<file path="src/rtl/wrf_frame_monitor.sv">
// wrf_frame_monitor: transparent WR-fabric tap that measures frame statistics.
//
// Passes the decoder-to-fabric stream through combinationally and records the
// frame count, last/min/max length, runts, longest back-pressure run and
// (optionally) inter-frame gap. Software reads them over a pipelined Wishbone
// slave.
//
// Optional feature macro: WRF_MON_GAP_EN adds the inter-frame gap counter
// (GAP_LAST at 0x18, GAP_MIN at 0x1C). Without it those offsets read 0.
//
// Ports:
//   clk_i, rst_n_i          clock, asynchronous active-low reset
//   snk_*                   fabric input from the decoder; snk_ack/snk_stall back
//   src_*                   fabric output to the sink; src_ack/src_stall in
//   wb_*                    32-bit register slave (wb_adr[4:2] decoded, wb_sel ignored)
module wrf_frame_monitor #(
  parameter int unsigned g_min_len   = 60,
  parameter logic [15:0] g_stall_sat = 16'hFFFF
) (
  input  logic        clk_i,
  input  logic        rst_n_i,
  input  logic        snk_cyc,
  input  logic        snk_stb,
  input  logic        snk_we,
  input  logic [1:0]  snk_adr,
  input  logic [1:0]  snk_sel,
  input  logic [15:0] snk_dat,
  output logic        snk_ack,
  output logic        snk_stall,
  output logic        src_cyc,
  output logic        src_stb,
  output logic        src_we,
  output logic [1:0]  src_adr,
  output logic [1:0]  src_sel,
  output logic [15:0] src_dat,
  input  logic        src_ack,
  input  logic        src_stall,
  input  logic        wb_cyc,
  input  logic        wb_stb,
  input  logic        wb_we,
  input  logic [31:0] wb_adr,
  input  logic [3:0]  wb_sel,
  input  logic [31:0] wb_dat_i,
  output logic [31:0] wb_dat_o,
  output logic        wb_ack,
  output logic        wb_stall
);

  localparam int unsigned LEN_W = 16;
  localparam int unsigned CNT_W = 32;

  localparam logic [2:0] REG_CTRL      = 3'd0;
  localparam logic [2:0] REG_FRAMES    = 3'd1;
  localparam logic [2:0] REG_LAST_LEN  = 3'd2;
  localparam logic [2:0] REG_MINMAX    = 3'd3;
  localparam logic [2:0] REG_RUNTS     = 3'd4;
  localparam logic [2:0] REG_STALL_MAX = 3'd5;
  localparam logic [2:0] REG_GAP_LAST  = 3'd6;
  localparam logic [2:0] REG_GAP_MIN   = 3'd7;

  typedef enum logic [0:0] {
    ST_IDLE     = 1'b0,
    ST_IN_FRAME = 1'b1
  } frame_state_t;

  // Transparent pass-through in both directions.
  assign src_cyc   = snk_cyc;
  assign src_stb   = snk_stb;
  assign src_we    = snk_we;
  assign src_adr   = snk_adr;
  assign src_sel   = snk_sel;
  assign src_dat   = snk_dat;
  assign snk_ack   = src_ack;
  assign snk_stall = src_stall;
  assign wb_stall  = 1'b0;

  logic             cyc_q;
  logic             cyc_rise_c;
  logic             beat_acc_c;
  logic [1:0]       beat_bytes_c;
  frame_state_t     state, state_nxt;
  logic [LEN_W-1:0] len, len_nxt, len_base_c, len_sat_c;
  logic [LEN_W:0]   len_sum_c;
  logic             frame_end_c;
  logic [LEN_W-1:0] stall_run;
  logic             stall_c, stall_end_c;
  logic [CNT_W-1:0] frames, runts;
  logic [LEN_W-1:0] last_len, min_len, max_len, stall_max;
  logic             req_c, mapped_c, wr_ctrl_c;
  logic             freeze_q, clr_q;
  logic [31:0]      rd_data_c;
  logic             unused_bits;

  assign unused_bits = ^{wb_sel, wb_adr[1:0], wb_dat_i[31:2]};

  // cyc history is deliberately not reset: it keeps following the bus during
  // reset, so a frame already open at reset release shows no rising edge.
  always_ff @(posedge clk_i) begin
    cyc_q <= snk_cyc;
  end

  assign cyc_rise_c = snk_cyc & ~cyc_q;
  assign beat_acc_c = snk_cyc & snk_stb & ~src_stall;

  // Bytes carried by the current beat: only accepted data-address beats count.
  always_comb begin
    beat_bytes_c = 2'd0;
    if (beat_acc_c && snk_adr == 2'b00) begin
      if (snk_sel == 2'b11)      beat_bytes_c = 2'd2;
      else if (snk_sel == 2'b10) beat_bytes_c = 2'd1;
    end
  end

  // Frame tracker state register.
  always_ff @(posedge clk_i or negedge rst_n_i) begin
    if (!rst_n_i) begin
      state <= ST_IDLE;
      len   <= '0;
    end else begin
      state <= state_nxt;
      len   <= len_nxt;
    end
  end

  // Frame tracker next state; the rising cycle may already carry a beat.
  always_comb begin
    state_nxt   = state;
    len_nxt     = len;
    frame_end_c = 1'b0;
    len_base_c  = (state == ST_IDLE) ? '0 : len;
    len_sum_c   = (LEN_W+1)'(len_base_c) + (LEN_W+1)'(beat_bytes_c);
    len_sat_c   = len_sum_c[LEN_W] ? '1 : len_sum_c[LEN_W-1:0];
    unique case (state)
      ST_IDLE: begin
        if (cyc_rise_c) begin
          state_nxt = ST_IN_FRAME;
          len_nxt   = len_sat_c;
        end
      end
      ST_IN_FRAME: begin
        if (!snk_cyc) begin
          state_nxt   = ST_IDLE;
          frame_end_c = 1'b1;
        end else begin
          len_nxt = len_sat_c;
        end
      end
      default: state_nxt = ST_IDLE;
    endcase
  end

  // Back-pressure run tracker.
  assign stall_c     = snk_cyc & snk_stb & src_stall;
  assign stall_end_c = ~stall_c & (stall_run != '0);

  always_ff @(posedge clk_i or negedge rst_n_i) begin
    if (!rst_n_i) begin
      stall_run <= '0;
    end else if (stall_c) begin
      stall_run <= (stall_run == g_stall_sat) ? stall_run : stall_run + LEN_W'(1);
    end else begin
      stall_run <= '0;
    end
  end

  // Statistics: CLR beats a coinciding frame end; FREEZE drops outcomes.
  always_ff @(posedge clk_i or negedge rst_n_i) begin
    if (!rst_n_i) begin
      frames    <= '0;
      last_len  <= '0;
      min_len   <= '1;
      max_len   <= '0;
      runts     <= '0;
      stall_max <= '0;
    end else if (clr_q) begin
      frames    <= '0;
      last_len  <= '0;
      min_len   <= '1;
      max_len   <= '0;
      runts     <= '0;
      stall_max <= '0;
    end else if (!freeze_q) begin
      if (frame_end_c) begin
        frames   <= frames + CNT_W'(1);
        last_len <= len;
        if (len < min_len) min_len <= len;
        if (len > max_len) max_len <= len;
        if (CNT_W'(len) < g_min_len) runts <= runts + CNT_W'(1);
      end
      if (stall_end_c && stall_run > stall_max) stall_max <= stall_run;
    end
  end

`ifdef WRF_MON_GAP_EN
  logic [CNT_W-1:0] gap_cnt, gap_last, gap_min;
  logic             have_prev;

  // Idle-cycle counter and gap capture on the next frame start.
  always_ff @(posedge clk_i or negedge rst_n_i) begin
    if (!rst_n_i) begin
      gap_cnt   <= '0;
      gap_last  <= '0;
      gap_min   <= '1;
      have_prev <= 1'b0;
    end else begin
      if (snk_cyc)               gap_cnt <= '0;
      else if (gap_cnt != '1)    gap_cnt <= gap_cnt + CNT_W'(1);
      if (clr_q) begin
        gap_last  <= '0;
        gap_min   <= '1;
        have_prev <= 1'b0;
      end else begin
        if (frame_end_c) have_prev <= 1'b1;
        if (!freeze_q && cyc_rise_c && have_prev) begin
          gap_last <= gap_cnt;
          if (gap_cnt < gap_min) gap_min <= gap_cnt;
        end
      end
    end
  end
`endif

  // Register decode; anything above 0x1C is unmapped.
  assign req_c     = wb_cyc & wb_stb;
  assign mapped_c  = (wb_adr[31:5] == '0);
  assign wr_ctrl_c = req_c & wb_we & mapped_c & (wb_adr[4:2] == REG_CTRL);

  always_comb begin
    rd_data_c = '0;
    if (mapped_c) begin
      case (wb_adr[4:2])
        REG_CTRL:      rd_data_c = {30'd0, freeze_q, 1'b0};
        REG_FRAMES:    rd_data_c = frames;
        REG_LAST_LEN:  rd_data_c = 32'(last_len);
        REG_MINMAX:    rd_data_c = {max_len, min_len};
        REG_RUNTS:     rd_data_c = runts;
        REG_STALL_MAX: rd_data_c = 32'(stall_max);
`ifdef WRF_MON_GAP_EN
        REG_GAP_LAST:  rd_data_c = gap_last;
        REG_GAP_MIN:   rd_data_c = gap_min;
`endif
        default:       rd_data_c = '0;
      endcase
    end
  end

  // Single-cycle ack; CLR is a one-cycle pulse applied on the following edge.
  always_ff @(posedge clk_i or negedge rst_n_i) begin
    if (!rst_n_i) begin
      wb_ack   <= 1'b0;
      wb_dat_o <= '0;
      freeze_q <= 1'b0;
      clr_q    <= 1'b0;
    end else begin
      wb_ack   <= req_c;
      wb_dat_o <= (req_c && !wb_we) ? rd_data_c : '0;
      clr_q    <= wr_ctrl_c & wb_dat_i[0];
      if (wr_ctrl_c) freeze_q <= wb_dat_i[1];
    end
  end

endmodule

</file>
<file path="config.mk">
export PLATFORM = sky130hd
export DESIGN_NAME = wrf_frame_monitor
export DESIGN_NICKNAME = d
export VERILOG_FILES = /design/src/rtl/wrf_frame_monitor.sv
export SDC_FILE = /design/constraint.sdc
export NUM_CORES = 1
export LEC_CHECK = 0
export ABC_CLOCK_PERIOD_IN_PS = 3900
export CAP_MARGIN = 20
export CORE_MARGIN = 5
export CORE_UTILIZATION = 56
export CTS_BUF_LIST = sky130_fd_sc_hd__clkbuf_16
export DETAILED_ROUTE_END_ITERATION = 10
export PLACE_DENSITY_LB_ADDON = 0.05
export SYNTH_ARGS = -nofsm -noshare
export SYNTH_HDL_FRONTEND = slang
export SYNTH_SLANG_ARGS = --single-unit
</file>
<file path="constraint.sdc">
create_clock -name clk_i -period 3.9 [get_ports clk_i]
set_clock_uncertainty 0.05 [all_clocks]
set_input_delay 0.39 -clock clk_i [delete_from_list [all_inputs] [get_ports clk_i]]
set_output_delay 0.39 -clock clk_i [all_outputs]
set_load 0.05 [all_outputs]
</file>
==> metrics, run 1 <==
status complete, no violations; via count 8966; routed wire length 28600 µm; Critical Path AT 3.66 ns; Mapped Cells about 1200; Avg Inst Size Synth 9.36 µm²; Num CTS Buffers 17; Worst R2R Setup Slack 0.91 ns; die area 0.0231 mm²; Post-Synthesis Net Count 1359; FF-to-FF path depth 12; nets around 1400; Starting DRT DRC Count approximately 560; simple-gate portion of the synthesized area 0.188; Core ar. 0.0200 mm²; Synth cell types 69; Reg2Reg Capture Point len[7]; XOR/XNOR Fraction of Synth Area 0.0426; Final setup viols 0; Reg2Reg Launch Point len[0]; stages on the worst setup path 14; Max Root-Sink Buffers 2; synthesized-area fraction occupied by adder cells 0.0605; setup TNS 0 ns; Post-CTS Setup Inserts 0; grt ovf 0; multiplexer share of the synthesized area 0.0772; fmax 299 MHz; Final Hold Viols 0; maximum vdd drop 294 µV; Port Buffers 83; Layout fillers 1724; Vias/cell 5.86; Synth Area in Compound Gates 0.128; placed cell count approximately 1500; I/O pins 157; Seq. cell area between 0.004 and 0.005 mm²; layout cell share with drive strength beyond 1 0.0841; Setup crit start src_stall; number of core rows 52; H-tree Lvls 4; yosys warns 0; initial antenna violation count 0; Max Slew Vio Count 0; post-DR wirelength/cell about 19 µm; capture point of the critical path len[7]; TritonCTS Sinks 197; Die Height 152 µm; CP startpoint kind input port; Pleak 5.85 nW; largest family of logic cells by synthesized area simple AND/OR/NAND/NOR gates; Critical path buffers and inverters 3; GRT met2 Usage 0.392; Clock Latency Late Sink 0.44 ns; Final GP Congestion 0.842; root buffer cell clkbuf_16; maxcap violations 0; ant diodes 0; area occupied by multi-input gates 0.00562 mm²; Pwr Density 335 mW/mm²; critical-path cell list clkdlybuf4s50_1 > nor4b_1 > and3_1 > nor2b_1 > ha_1 > inv_1 > fa_1 > nand3b_1 > nor4_4 > a31oi_1 > buf_4 > o21ai_0 > a21oi_1 > a21oi_1; busiest grt layer met2; crit path kind input port to register; relative slew slack 0.337; Worst Setup End Kind register; Hold Crit Class input port to asynchronous set/reset pin; first-pass GRT wire length 46800 µm; Final ANT Viol Nets 0; CP max stage cell clkdlybuf4s50_1; Final min period roughly 3.3 ns; area grow syn2layout 13.3%; Total Routing Usage GR 0.247; EDFF count, synth 0; HPWL after DPL 20000 µm; RSZ-0062 raised after global routing no; Period Utilization, post-route 0.858; Synth Register Bits 197; Starting Density 0.564; Max stage delay on crit path ~0.44 ns; TritonCTS clock tree built; Netlist Area Pre-Place 0.0113 mm²; Finished Layout Cells 1530; async set-reset flop share out of synthesis 0.995; post-cts resize count 0; most common flop cell mapped by yosys dfrtp_1; largest net degree at the start of global routing 124; GRT met1 Usage 0.358; CP max FO 10; sequential element share of the synthesized area 0.438; die width ~150 µm; drt pass-1 iters 6; CP top delay family simple AND/OR/NAND/NOR gates; clk slew on worst S/H paths around 0.07 ns; number of global-route vias before repair 8778; hold-fix buffers at CTS 0; met3 Use GR 0.0384; Least-Margin Pin Slew 0.994 ns; drt drc 0; WP data required 4.21 ns; Crit path top cell by count a21oi_1
## sequential cells by signal, summed over array words and instances (netlist names)
name       flops
wb_ack         1
stall_max     16
clr_q          1
min_len       16
len           16
max_len       16
runts         32
state          1
wb_dat_o      32
freeze_q       1
stall_run     16
cyc_q          1
frames        32
last_len      16
## routing by layer
| layer | vias up | part of all wire |
|---|---|---|
| met3 | 39 | 0.059 |
| met5 | - | 0 |
| met1 | 4348 | 0.46 |
| li1 | 4303 | - |
| met2 | 276 | 0.47 |
| met4 | 0 | 0.016 |
## kinds of logic after synthesis
logic type,count (synthesis)
xor gates and xnor gates,55
other,1
buffers and inverters,157
muxes,84
DFF,197
and+or+nand+nor,437
AOI/OAI and AO/OA,222
adders and majority gates,54
## layout make-up
cell class,count,area share
clock inverter,15,0.0128
timing repair buffer,114,0.0826
sequential,197,0.387
tap,270,0.0264
inverter,64,0.0188
clock buffer,17,0.0332
multi-input combinational,853,0.439
## metrics by stage
step | hold WS, ns | setup slack (ns) | util | power (mW) | cell area [µm²]
final | 0.0425 | 0.555 | 0.639 | 4.28 | 12800
after global routing | 0.125 | 0.350 | 0.639 | 4.43 | 12800
after CTS | 0.105 | 0.500 | 0.638 | 4.30 | 12800
after detailed placement | 0.466 | 0.0700 | 0.609 | 2.53 | 12200
after global placement | 0.461 | 0.129 | 0.609 | 2.53 | 12200
after floorplan | 0.0444 | 0.816 | - | 2.40 | 11300
## synth_stat cells (2+ instances only)
cell | count | share of area
nor4_1 | 12 | 0.0066
buf_4 | 27 | 0.018
clkbuf_2 | 2 | 0.00089
dfrtp_1 | 180 | 0.40
o31ai_1 | 2 | 0.0013
inv_1 | 63 | 0.021
clkbuf_1 | 45 | 0.015
or3_1 | 16 | 0.0089
and3_1 | 18 | 0.010
a31oi_1 | 6 | 0.0033
nand3_1 | 43 | 0.019
nand2b_1 | 3 | 0.0017
and4_1 | 11 | 0.0085
nor2b_1 | 7 | 0.0039
xnor2_1 | 22 | 0.017
nor3_1 | 20 | 0.0089
mux2_2 | 15 | 0.015
and4b_1 | 2 | 0.0018
xor2_1 | 33 | 0.026
nand2_1 | 83 | 0.028
a211oi_1 | 2 | 0.0013
a21oi_1 | 107 | 0.047
nand4_1 | 37 | 0.020
a22oi_1 | 15 | 0.010
buf_6 | 3 | 0.0030
and2_1 | 9 | 0.0050
buf_2 | 10 | 0.0044
a21o_1 | 9 | 0.0060
buf_1 | 5 | 0.0017
nor2_1 | 163 | 0.054
o211ai_1 | 2 | 0.0013
o22a_1 | 16 | 0.012
nor4b_1 | 2 | 0.0016
a21boi_0 | 3 | 0.0020
a311o_1 | 16 | 0.014
or4_1 | 2 | 0.0013
dfstp_2 | 16 | 0.037
o21ai_0 | 30 | 0.013
ha_1 | 53 | 0.059
mux2i_1 | 68 | 0.060
## placed cells by master, fill, tap and decap left out, types with 30 or more instances in the layout
master / count
dfrtp_1: 179
xor2_1: 33
ha_1: 53
buf_4: 31
a21oi_1: 107
o21ai_0: 30
nand4_1: 37
nand3_1: 43
inv_1: 66
nor2_1: 163
nand2_1: 83
clkdlybuf4s50_1: 80
mux2i_1: 68
## power breakdown
group	internal [mW]	leakage [nW]	total, mW	switching [mW]
clock network	1.00	0.291	1.79	0.787
registers	2.06	2.64	2.13	0.0660
logic	0.149	2.92	0.363	0.214
## worst min-delay path by stage
| stage | from | to | slack (ns) | depth (start not counted) |
|---|---|---|---|---|
| 3_3_place_gp | last_len[7] | last_len[7] | 0.46 | 2 |
| 4_1_cts | rst_n_i | frames[24] | 0.10 | 1 |
| 6_report | rst_n_i | frames[23] | 0.04 | 1 |
| 5_1_grt | rst_n_i | frames[23] | 0.12 | 1 |
| 3_5_place_dp | last_len[6] | last_len[6] | 0.47 | 2 |
| 2_1_floorplan | rst_n_i | clr_q | 0.04 | 0 |
## worst reg2reg max path: cells and delay by family, from the launching register on
family | cells | cell delay (ns)
buffers and inverters | 3 | 0.42
adders and majority gates | 2 | 0.59
AOI/OAI and AO/OA | 4 | 0.61
and+or+nand+nor | 3 | 0.81
DFF | 1 | 0.44
(Power assumes the default switching activity.)
==> inputs of run 2 (changes only) <==
==> constraint.sdc (replaced) <==
create_clock -name clk_i -period 3.9 [get_ports clk_i]
set_clock_uncertainty 0.05 [all_clocks]
set_input_delay 0.39 -clock clk_i [delete_from_list [all_inputs] [get_ports clk_i]]
set_output_delay 0.39 -clock clk_i [all_outputs]
set_load 0.01 [all_outputs]
==> results of run 2 <==
The final DEF is identical to that of run 1. Status: complete, no violations.
Among the figures that moved: total power 4.28 mW -> 4.27 mW
